$ cat config.mk
export PLATFORM = sky130hd
export DESIGN_NAME = uart_rx_buffer
export DESIGN_NICKNAME = d
export VERILOG_FILES = /design/src/rtl/uart_rx_buffer_pkg.sv /design/src/rtl/uart_rx_buffer_sync_fifo.sv /design/src/rtl/uart_rx_buffer.sv
export SDC_FILE = /design/constraint.sdc
export NUM_CORES = 1
export LEC_CHECK = 0
export CORE_MARGIN = 2
export CORE_UTILIZATION = 45
export CTS_BUF_LIST = sky130_fd_sc_hd__clkbuf_4 sky130_fd_sc_hd__clkbuf_8
export DETAILED_ROUTE_END_ITERATION = 10
export PLACE_DENSITY = 0.67
export SYNTH_ARGS = -nofsm -noshare
export SYNTH_HDL_FRONTEND = slang
export SYNTH_SLANG_ARGS = --single-unit
$ cat constraint.sdc
create_clock -name clk -period 4.1 [get_ports clk]
set_clock_uncertainty 0.2 [all_clocks]
set_input_delay 0.41 -clock clk [delete_from_list [all_inputs] [get_ports clk]]
set_output_delay 0.41 -clock clk [all_outputs]
set_load 0.02 [all_outputs]
$ cat src/rtl/uart_rx_buffer_pkg.sv
// Shared register layout for the UART receive buffer: word-select bits, STATUS/CTRL fields.
// Pure definitions; no logic, no latency.
package uart_rx_buffer_pkg;
   localparam int WSEL_DATA_BIT    = 2;
   localparam int WSEL_STAT_BIT    = 3;
   localparam int STAT_AVAIL_BIT   = 0;
   localparam int STAT_OVF_BIT     = 1;
   localparam int STAT_FULL_BIT    = 2;
   localparam int STAT_CNT_LSB     = 4;
   localparam int CTRL_CLR_OVF_BIT = 0;
   localparam int CTRL_FLUSH_BIT   = 1;

   function automatic logic [31:0] data_word(input logic vld, input logic [7:0] dat);
      return {23'b0, vld, dat};
   endfunction
endpackage

$ cat src/rtl/uart_rx_buffer_sync_fifo.sv
// Byte FIFO with flush; dout shows the head combinationally, count/full/empty are registered state.
// Push while full is refused unless a pop frees the slot in the same cycle; flush overrides push/pop.
module sync_fifo #(
   parameter int WIDTH      = 8,
   parameter int DEPTH_LOG2 = 4
) (
   input  logic                  clk,
   input  logic                  resetn,
   input  logic                  push,
   input  logic                  pop,
   input  logic                  flush,
   input  logic [WIDTH-1:0]      din,
   output logic [WIDTH-1:0]      dout,
   output logic [DEPTH_LOG2:0]   count,
   output logic                  full,
   output logic                  empty
);
   localparam int DEPTH = 2 ** DEPTH_LOG2;

   logic [WIDTH-1:0]      r_mem [DEPTH];
   logic [DEPTH_LOG2-1:0] r_wr_ptr;
   logic [DEPTH_LOG2-1:0] r_rd_ptr;
   logic [DEPTH_LOG2:0]   r_count;
   logic                  w_do_push;
   logic                  w_do_pop;

   assign full      = (r_count == (DEPTH_LOG2+1)'(DEPTH));
   assign empty     = (r_count == '0);
   assign count     = r_count;
   assign dout      = r_mem[r_rd_ptr];
   assign w_do_pop  = pop & ~empty & ~flush;
   assign w_do_push = push & (~full | w_do_pop) & ~flush;

   always_ff @(posedge clk or negedge resetn) begin
      if (!resetn) begin
         r_wr_ptr <= '0;
         r_rd_ptr <= '0;
         r_count  <= '0;
      end else if (flush) begin
         r_wr_ptr <= '0;
         r_rd_ptr <= '0;
         r_count  <= '0;
      end else begin
         if (w_do_push) r_wr_ptr <= r_wr_ptr + 1'b1;
         if (w_do_pop)  r_rd_ptr <= r_rd_ptr + 1'b1;
         case ({w_do_push, w_do_pop})
            2'b10:   r_count <= r_count + 1'b1;
            2'b01:   r_count <= r_count - 1'b1;
            default: r_count <= r_count;
         endcase
      end
   end

   // Storage is not reset: the pointers alone define what is valid.
   always_ff @(posedge clk) begin
      if (w_do_push) r_mem[r_wr_ptr] <= din;
   end
endmodule

$ cat src/rtl/uart_rx_buffer.sv
// IO-mapped UART receive queue: DATA pops, STATUS reports, CTRL clears overflow/flushes.
// rdata registered one cycle after mem_rstrb; bytes arriving while full are dropped and flagged.
module uart_rx_buffer
   import uart_rx_buffer_pkg::*;
#(
   parameter int DEPTH_LOG2 = 4
) (
   input  logic        clk,
   input  logic        resetn,
   input  logic        rx_dv,
   input  logic [7:0]  rx_byte,
   input  logic        sel_data,
   input  logic        sel_stat,
   input  logic        mem_rstrb,
   input  logic        mem_wstrb,
   input  logic [31:0] mem_wdata,
   output logic [31:0] rdata,
   output logic        rx_avail
);
   logic [7:0]          w_head;
   logic [DEPTH_LOG2:0] w_count;
   logic                w_full;
   logic                w_empty;
   logic                w_rd_data;
   logic                w_rd_stat;
   logic                w_wr_ctrl;
   logic                w_flush;
   logic                w_clr_ovf;
   logic                w_pop;
   logic                w_ovf_set;
   logic [31:0]         w_stat;
   logic                w_unused_wdata;
   logic                r_overflow;
   logic [31:0]         r_rdata;

   assign w_rd_data = mem_rstrb & sel_data;
   assign w_rd_stat = mem_rstrb & sel_stat & ~sel_data;
   assign w_wr_ctrl = mem_wstrb & sel_stat;
   assign w_flush   = w_wr_ctrl & mem_wdata[CTRL_FLUSH_BIT];
   assign w_clr_ovf = w_wr_ctrl & mem_wdata[CTRL_CLR_OVF_BIT];
   assign w_pop     = w_rd_data & ~w_empty;
   // A same-cycle pop makes room, so only a push against a full, unpopped FIFO overflows.
   assign w_ovf_set = rx_dv & w_full & ~w_pop & ~w_flush;
   assign w_unused_wdata = ^mem_wdata[31:2];

   sync_fifo #(
      .WIDTH      (8),
      .DEPTH_LOG2 (DEPTH_LOG2)
   ) u_fifo (
      .clk    (clk),
      .resetn (resetn),
      .push   (rx_dv),
      .pop    (w_pop),
      .flush  (w_flush),
      .din    (rx_byte),
      .dout   (w_head),
      .count  (w_count),
      .full   (w_full),
      .empty  (w_empty)
   );

   always_comb begin
      w_stat = '0;
      w_stat[STAT_CNT_LSB +: DEPTH_LOG2+1] = w_count;
      w_stat[STAT_FULL_BIT]  = w_full;
      w_stat[STAT_OVF_BIT]   = r_overflow;
      w_stat[STAT_AVAIL_BIT] = ~w_empty;
   end

   always_ff @(posedge clk or negedge resetn) begin
      if (!resetn) begin
         r_overflow <= 1'b0;
         r_rdata    <= '0;
      end else begin
         if (w_ovf_set)      r_overflow <= 1'b1;
         else if (w_clr_ovf) r_overflow <= 1'b0;
         if (w_rd_data)      r_rdata <= w_empty ? 32'h0 : data_word(1'b1, w_head);
         else if (w_rd_stat) r_rdata <= w_stat;
      end
   end

   assign rdata    = r_rdata;
   assign rx_avail = ~w_empty;
endmodule

Word level (Yosys, flattened, before mapping)
Memory sizes are Yosys's and may differ from the RTL's.
Index checks and enable logic that the tools add are counted.
W data, S select, Z words.
Operators by class
  $add $sub $neg: 4
  equality and inequality tests: 3
  mux-type cells: 13
  bitwise logic cells: 20
  reductions and logical operators: 6
Operators with widths (count)
  $mux W32: 2
  $mux W4: 4
  $and A1 B1 Y1: 14
  $pmux W5 S2: 1
  $mux W9: 1
  $add A4 B1 Y4 const B: 2
  $reduce_bool A2 Y1: 4
  $add A5 B1 Y5 const B: 1
  $eq A5 B5 Y1 const B: 1
  $logic_not A5 Y1: 1
  $mux W5: 1
  $not A1 Y1: 5
  $sub A5 B1 Y5 const B: 1
  $mux W1: 4
  $reduce_bool A3 Y1: 1
  $eq A2 B1 Y1 const B: 1
  $eq A2 B2 Y1 const B: 1
  $or A1 B1 Y1: 1
Storage, ports and cells
  register bits: 46
  bits in writable memories: 128
  input bits: 47
  output and inout bits: 33
  logic and storage cells: 52
  memories: 1
Memories
  u_fifo.r_mem: depth 16, width 8, rd ports 1, clocked after memory_dff 0, wr ports 1, line uart_rx_buffer_sync_fifo.sv:20  | logic [WIDTH-1:0] r_mem [DEPTH];

Longest topological paths before layout
  word-level depth: 11
  mapped depth: 14

By module
From an unflattened synthesis, not the netlist that was laid out.
Unflattened totals
  cells, all modules: 436
  area, all modules: 6583.8 um2
Modules (own cells, without submodules)
  sync_fifo: times used 1, cells an instance 357, area an instance 5869.4 um2, seq. area each 4169.0 um2
  uart_rx_buffer: times used 1, cells an instance 79, area an instance 714.4 um2, seq. area each 250.2 um2

Worst setup path before layout
OpenSTA, ideal clock, no wires.
  path kind: reg-to-reg
  start: register u_fifo.r_count[2] (netlist: u_fifo.count[2])
  end: register u_fifo.r_count[4] (netlist: u_fifo.count[4])
  library setup time: 77 ps
  arrival time: 2871 ps
  required time: 3823 ps
  path slack: 951 ps
  stages on the path, launching flop included: 15
  clock period less this slack: 3149 ps
  path through: dfrtp_1 -> buf_2 -> nor4_2 -> nand2b_1 -> buf_2 -> nand3_2 -> nor2_1 -> ha_1 -> xor2_1 -> ha_1 -> a211o_1 -> a21oi_1 -> a221oi_1 -> or3_1 -> a21oi_1
On the way
  cells in the longest elaborated chain, start to end: 11
  elaborated cells between the ends (all ways): 17
  classes of those cells: 2 x add/sub; 3 x eq/ne; 2 x mux; 8 x bitwise; 2 x reduce/logical
Ends and longest elaborated chain
  start: declaration: line uart_rx_buffer_sync_fifo.sv:23  | logic [DEPTH_LOG2:0] r_count;
  start signal: assignment: line uart_rx_buffer_sync_fifo.sv:47  | 2'b10: r_count <= r_count + 1'b1;
  start signal: assignment: line uart_rx_buffer_sync_fifo.sv:48  | 2'b01: r_count <= r_count - 1'b1;
  start signal: assignment: line uart_rx_buffer_sync_fifo.sv:49  | default: r_count <= r_count;
  $logic_not A5 Y1 *: line uart_rx_buffer_sync_fifo.sv:28  | assign empty = (r_count == '0);
  $not A1 Y1 *
  via rx_avail: line uart_rx_buffer.sv:18  | output logic rx_avail
  $and A1 B1 Y1: line uart_rx_buffer.sv:41  | assign w_pop = w_rd_data & ~w_empty;
  $and A1 B1 Y1 * (2 in series): line uart_rx_buffer_sync_fifo.sv:31  | assign w_do_pop = pop & ~empty & ~flush;
  $or A1 B1 Y1: line uart_rx_buffer_sync_fifo.sv:32  | assign w_do_push = push & (~full | w_do_pop) & ~flush;
  $and A1 B1 Y1 (2 in series): line uart_rx_buffer_sync_fifo.sv:32
  $eq A2 B1 Y1 or $eq A2 B2 Y1 (tied branches): line uart_rx_buffer_sync_fifo.sv:46  | case ({w_do_push, w_do_pop})
  $pmux W5 S2: line uart_rx_buffer_sync_fifo.sv:46
  $mux W5: line uart_rx_buffer_sync_fifo.sv:39  | end else if (flush) begin
Mark *: on every way through the listed nets, which the timed path passes. The rest lies on a longest branch.
A chain may end at the register's enable or synchronous reset.

Final worst setup path
  start: register u_fifo.r_count[1] (netlist: u_fifo.count[1])
  end: register u_fifo.r_count[4] (netlist: u_fifo.count[4])
On the way
  cells in the longest elaborated chain, start to end: 11
  elaborated cells between the ends (all ways): 17
  classes of those cells: 2 x add/sub; 3 x eq/ne; 2 x mux; 8 x bitwise; 2 x reduce/logical
Ends and longest elaborated chain (line)
  $logic_not A5 Y1: uart_rx_buffer_sync_fifo.sv:28
  $not A1 Y1: uart_rx_buffer_sync_fifo.sv:31, uart_rx_buffer.sv:41
  $and A1 B1 Y1: uart_rx_buffer.sv:41
  $and A1 B1 Y1 (2 in series): uart_rx_buffer_sync_fifo.sv:31
  $or A1 B1 Y1: uart_rx_buffer_sync_fifo.sv:32
  $and A1 B1 Y1 (2 in series): uart_rx_buffer_sync_fifo.sv:32
  $eq A2 B1 Y1 or $eq A2 B2 Y1 (tied branches): uart_rx_buffer_sync_fifo.sv:46
  $pmux W5 S2: uart_rx_buffer_sync_fifo.sv:46
  $mux W5: uart_rx_buffer_sync_fifo.sv:39
Parallel ways exist; a longest one is shown, timed or not.

==> results by group <==
Status
  – Status: complete, no violations

Timing
  – Period utilisation layout: 0.803
  – Fmax: 304 MHz
  – Final hold violations: 0
  – Max_slew headroom: 0.308
  – Setup TNS Final: 0 ns
  – RSZ-0062 raised after global routing: no
  – Max Transition Viols Final: 0
  – Crit path time final: 3.29 ns
  – Final setup fails: 0
  – Worst Max-Slew Pin Slew: between 1 and 1.5 ns

Power and ir drop
  – Psw: around 0.0014 W
  – Comb pwr share: 0.280
  – Clock power frac: 0.237
  – P_leak: 2.55 nW
  – Int Pwr: about 0.0029 W
  – Total power: between 0.004 and 0.005 W
  – PwrDens: between 500 and 600 nW/um^2
  – Peak supply drop: 0.000416 V
  – Share of power burned in registers: 0.483
  – Sw frac: 0.316

Placed design
  – Placed insts: a little under 600
  – Placed cell areas: approximately 6900 um^2
  – Hpwl dp: 8210 um
  – RD Place Congestion: 0.782
  – Number of I/O port buffers: 26

Synthesis
  – #FFs+latches synth: 151
  – Post-synth EDFFs: 128
  – Synth cell count leaders: 128 x edfxtp_1, 24 x buf_4, 23 x dfrtp_1
  – Count leader, synth: edfxtp_1
  – Synth Area per Inst: about 17 um^2
  – Sequential area share after synthesis: 0.676
  – Ys async rst share: 0.152
  – Synth top area cells: edfxtp_1 59%, dfrtp_1 8.8%, mux4_2 7.6%
  – Mapped Cells: ~390
  – Synthesized area: about 6500 um^2
  – Synth warnings: 0
  – Dominant cell type by area after synthesis: edfxtp_1
  – Post-synth top area share: 0.588
  – Post-synth top flop: edfxtp_1
  – Distinct cells, synth: 46

Drt
  – Vias: 3410
  – Pre-Repair DR Iteration Count: 5
  – Vias/cell: around 5.5
  – DRT Wirelength: between 10000 and 15000 um
  – Starting DRT DRC Count: between 200 and 300
  – Wirelength per Cell: around 20 um
  – ANT nets after route: 0
  – Drt drc: 0

CTS
  – Post-cts sizing count: 0
  – CTS clk-pin slew, worst paths: ~0.08 ns
  – Root Driver: clkbuf_8
  – CTS buffer count: 17
  – Clock sink total: 151
  – CTS tree: yes
  – Post-CTS Hold Fix Bufs: 0
  – Htree depth: 4
  – Post-CTS Setup Bufs: 0
  – Worst skew pair latency: 0.44 ns
  – Clock tree buffer depth: 2

Worst hold path
  – Min-delay src: rdata[8]
  – Type of the tightest min-delay check: flop to flop

Critical path
  – Critical Path RT: between 4 and 5 ns
  – WP buf/inv: 0
  – Slowest cell delay on critical path: a little over 0.5 ns
  – Cell family with most CP delay: simple AND/OR/NAND/NOR gates
  – CP arrival: between 3 and 4 ns
  – CP max-delay cell: dfrtp_1
  – CP startpoint: u_fifo.count[1]
  – R2R Path Start: u_fifo.count[1]
  – CP Class: flop to flop
  – Kind of end point of the critical path: flop
  – R2r setup slk: 0.81 ns
  – Crit start category: flop
  – Critical path cell sequence: nor4_2, nand2b_1, nand3_2, nor2_1, ha_1, xor2_1, ha_1, a211o_1, a21oi_1, a221oi_1, or3_1, a21oi_1
  – Max FO, Critical Path: 9

Global routing
  – Total track usage: 0.172
  – First-pass GRT wire length: slightly below 20000 um
  – Overflow after GRT: 0
  – Vias in the first global route: 3500
  – Largest net degree at the start of global routing: 39
  – Initial antenna violation count: 0

Final layout
  – Layout cells sized above 1: 0.150
  – Fillcell total: 1188
  – Sequential cell area: 4420 um^2
  – Footprint of the multi-input gates: around 1900 um^2
  – Nets: 483
  – Area grow syn2layout: 10.8%
  – Fin cells: a little over 600
  – N_diodes: 0
  – Final Instance Area: 7240 um^2
  – Layout Utilization: 0.504

Run
  – Max-cap violation count: 0

Floorplanning
  – Die Wd: roughly 120 um
  – I/O pin count: 80
  – DIE HEIGHT: 125 um
  – Die area: approximately 16000 um^2
  – Core Area: between 10000 and 15000 um^2
  – Cell row count: between 40 and 50
  – Initial core utilization: 0.455
==> flip-flops by register name (all words and copies together), names as in the netlist <==
register / count
u_fifo.r_rd_ptr: 4
u_fifo.count: 5
r_overflow: 1
rdata: 9
u_fifo.r_wr_ptr: 4
u_fifo.r_mem: 128
==> path summary, 6_finish.rpt <==
| path | end | depth (start not counted) |
|---|---|---|
| setup reg to reg | u_fifo.count[4] | 12 |
| hold / removal | rdata[8] | 1 |
| max in group asynchronous | u_fifo.r_rd_ptr[0] | 1 |
| hold reg to reg | rdata[8] | 1 |
| min in group asynchronous | u_fifo.r_rd_ptr[0] | 1 |
| setup / recovery | u_fifo.count[4] | 12 |
==> cell usage in the layout, fill, tap and decap left out, types with 6 or more instances in the layout <==
master,n
edfxtp_1,128
clkdlybuf4s50_1,26
conb_1,23
mux4_2,22
dfrtp_1,22
clkbuf_8,17
nor2_1,16
nand3_1,15
a21oi_1,15
and2_1,13
a22oi_1,11
buf_4,10
mux2i_1,9
ha_1,9
nand2b_1,8
inv_1,8
mux4_1,8
nand2_1,6
a211o_1,6
==> area by class of cell <==
type,instances,area share
tap,184,0.0318
inverter,8,0.00415
multi-input combinational,213,0.259
sequential,151,0.610
timing repair buffer,36,0.0463
clock buffer,19,0.0344
clock inverter,12,0.0143
==> per-stage QoR <==
stage,setup slack [ns],hold slack (ns)
finish,0.809,0.313
global route,0.516,0.327
CTS,0.811,0.314
detailed placement,0.846,0.296
global placement,0.875,0.287
floorplan,0.951,-0.0856
==> routing by layer <==
| metal | up-vias | global-route usage | part of all wire |
|---|---|---|---|
| met4 | 0 | 0.0489 | 0.0054 |
| met2 | 100 | 0.273 | 0.50 |
| met1 | 1745 | 0.236 | 0.44 |
| li1 | 1558 | - | - |
| met5 | - | 0 | 0 |
| met3 | 7 | 0.0464 | 0.050 |
==> power groups by stage <==
stage | sequential [W] | combinational (W) | clock [W]
2_1_floorplan | 0.00203 | 0.000933 | 0
4_1_cts | 0.00208 | 0.00122 | 0.00105
3_5_place_dp | 0.00211 | 0.00121 | 0
3_3_place_gp | 0.00210 | 0.00119 | 0
5_1_grt | 0.00211 | 0.00132 | 0.00111
6_report | 0.00207 | 0.00120 | 0.00102
==> kinds of logic (layout without fill, tap and decap cells) <==
family          count (synthesis)  after routing  synth area share
fa+ha+maj                       9              9            0.0172
mux                            39             39             0.122
buf+inv                        51             75            0.0500
flops                         151            151             0.676
compound gates                 49             49            0.0515
xor+xnor                        9              9            0.0121
other cells                     1             23          0.000574
simple gates                   84             84            0.0710
No activity file was read; power rests on OpenSTA's default activity.
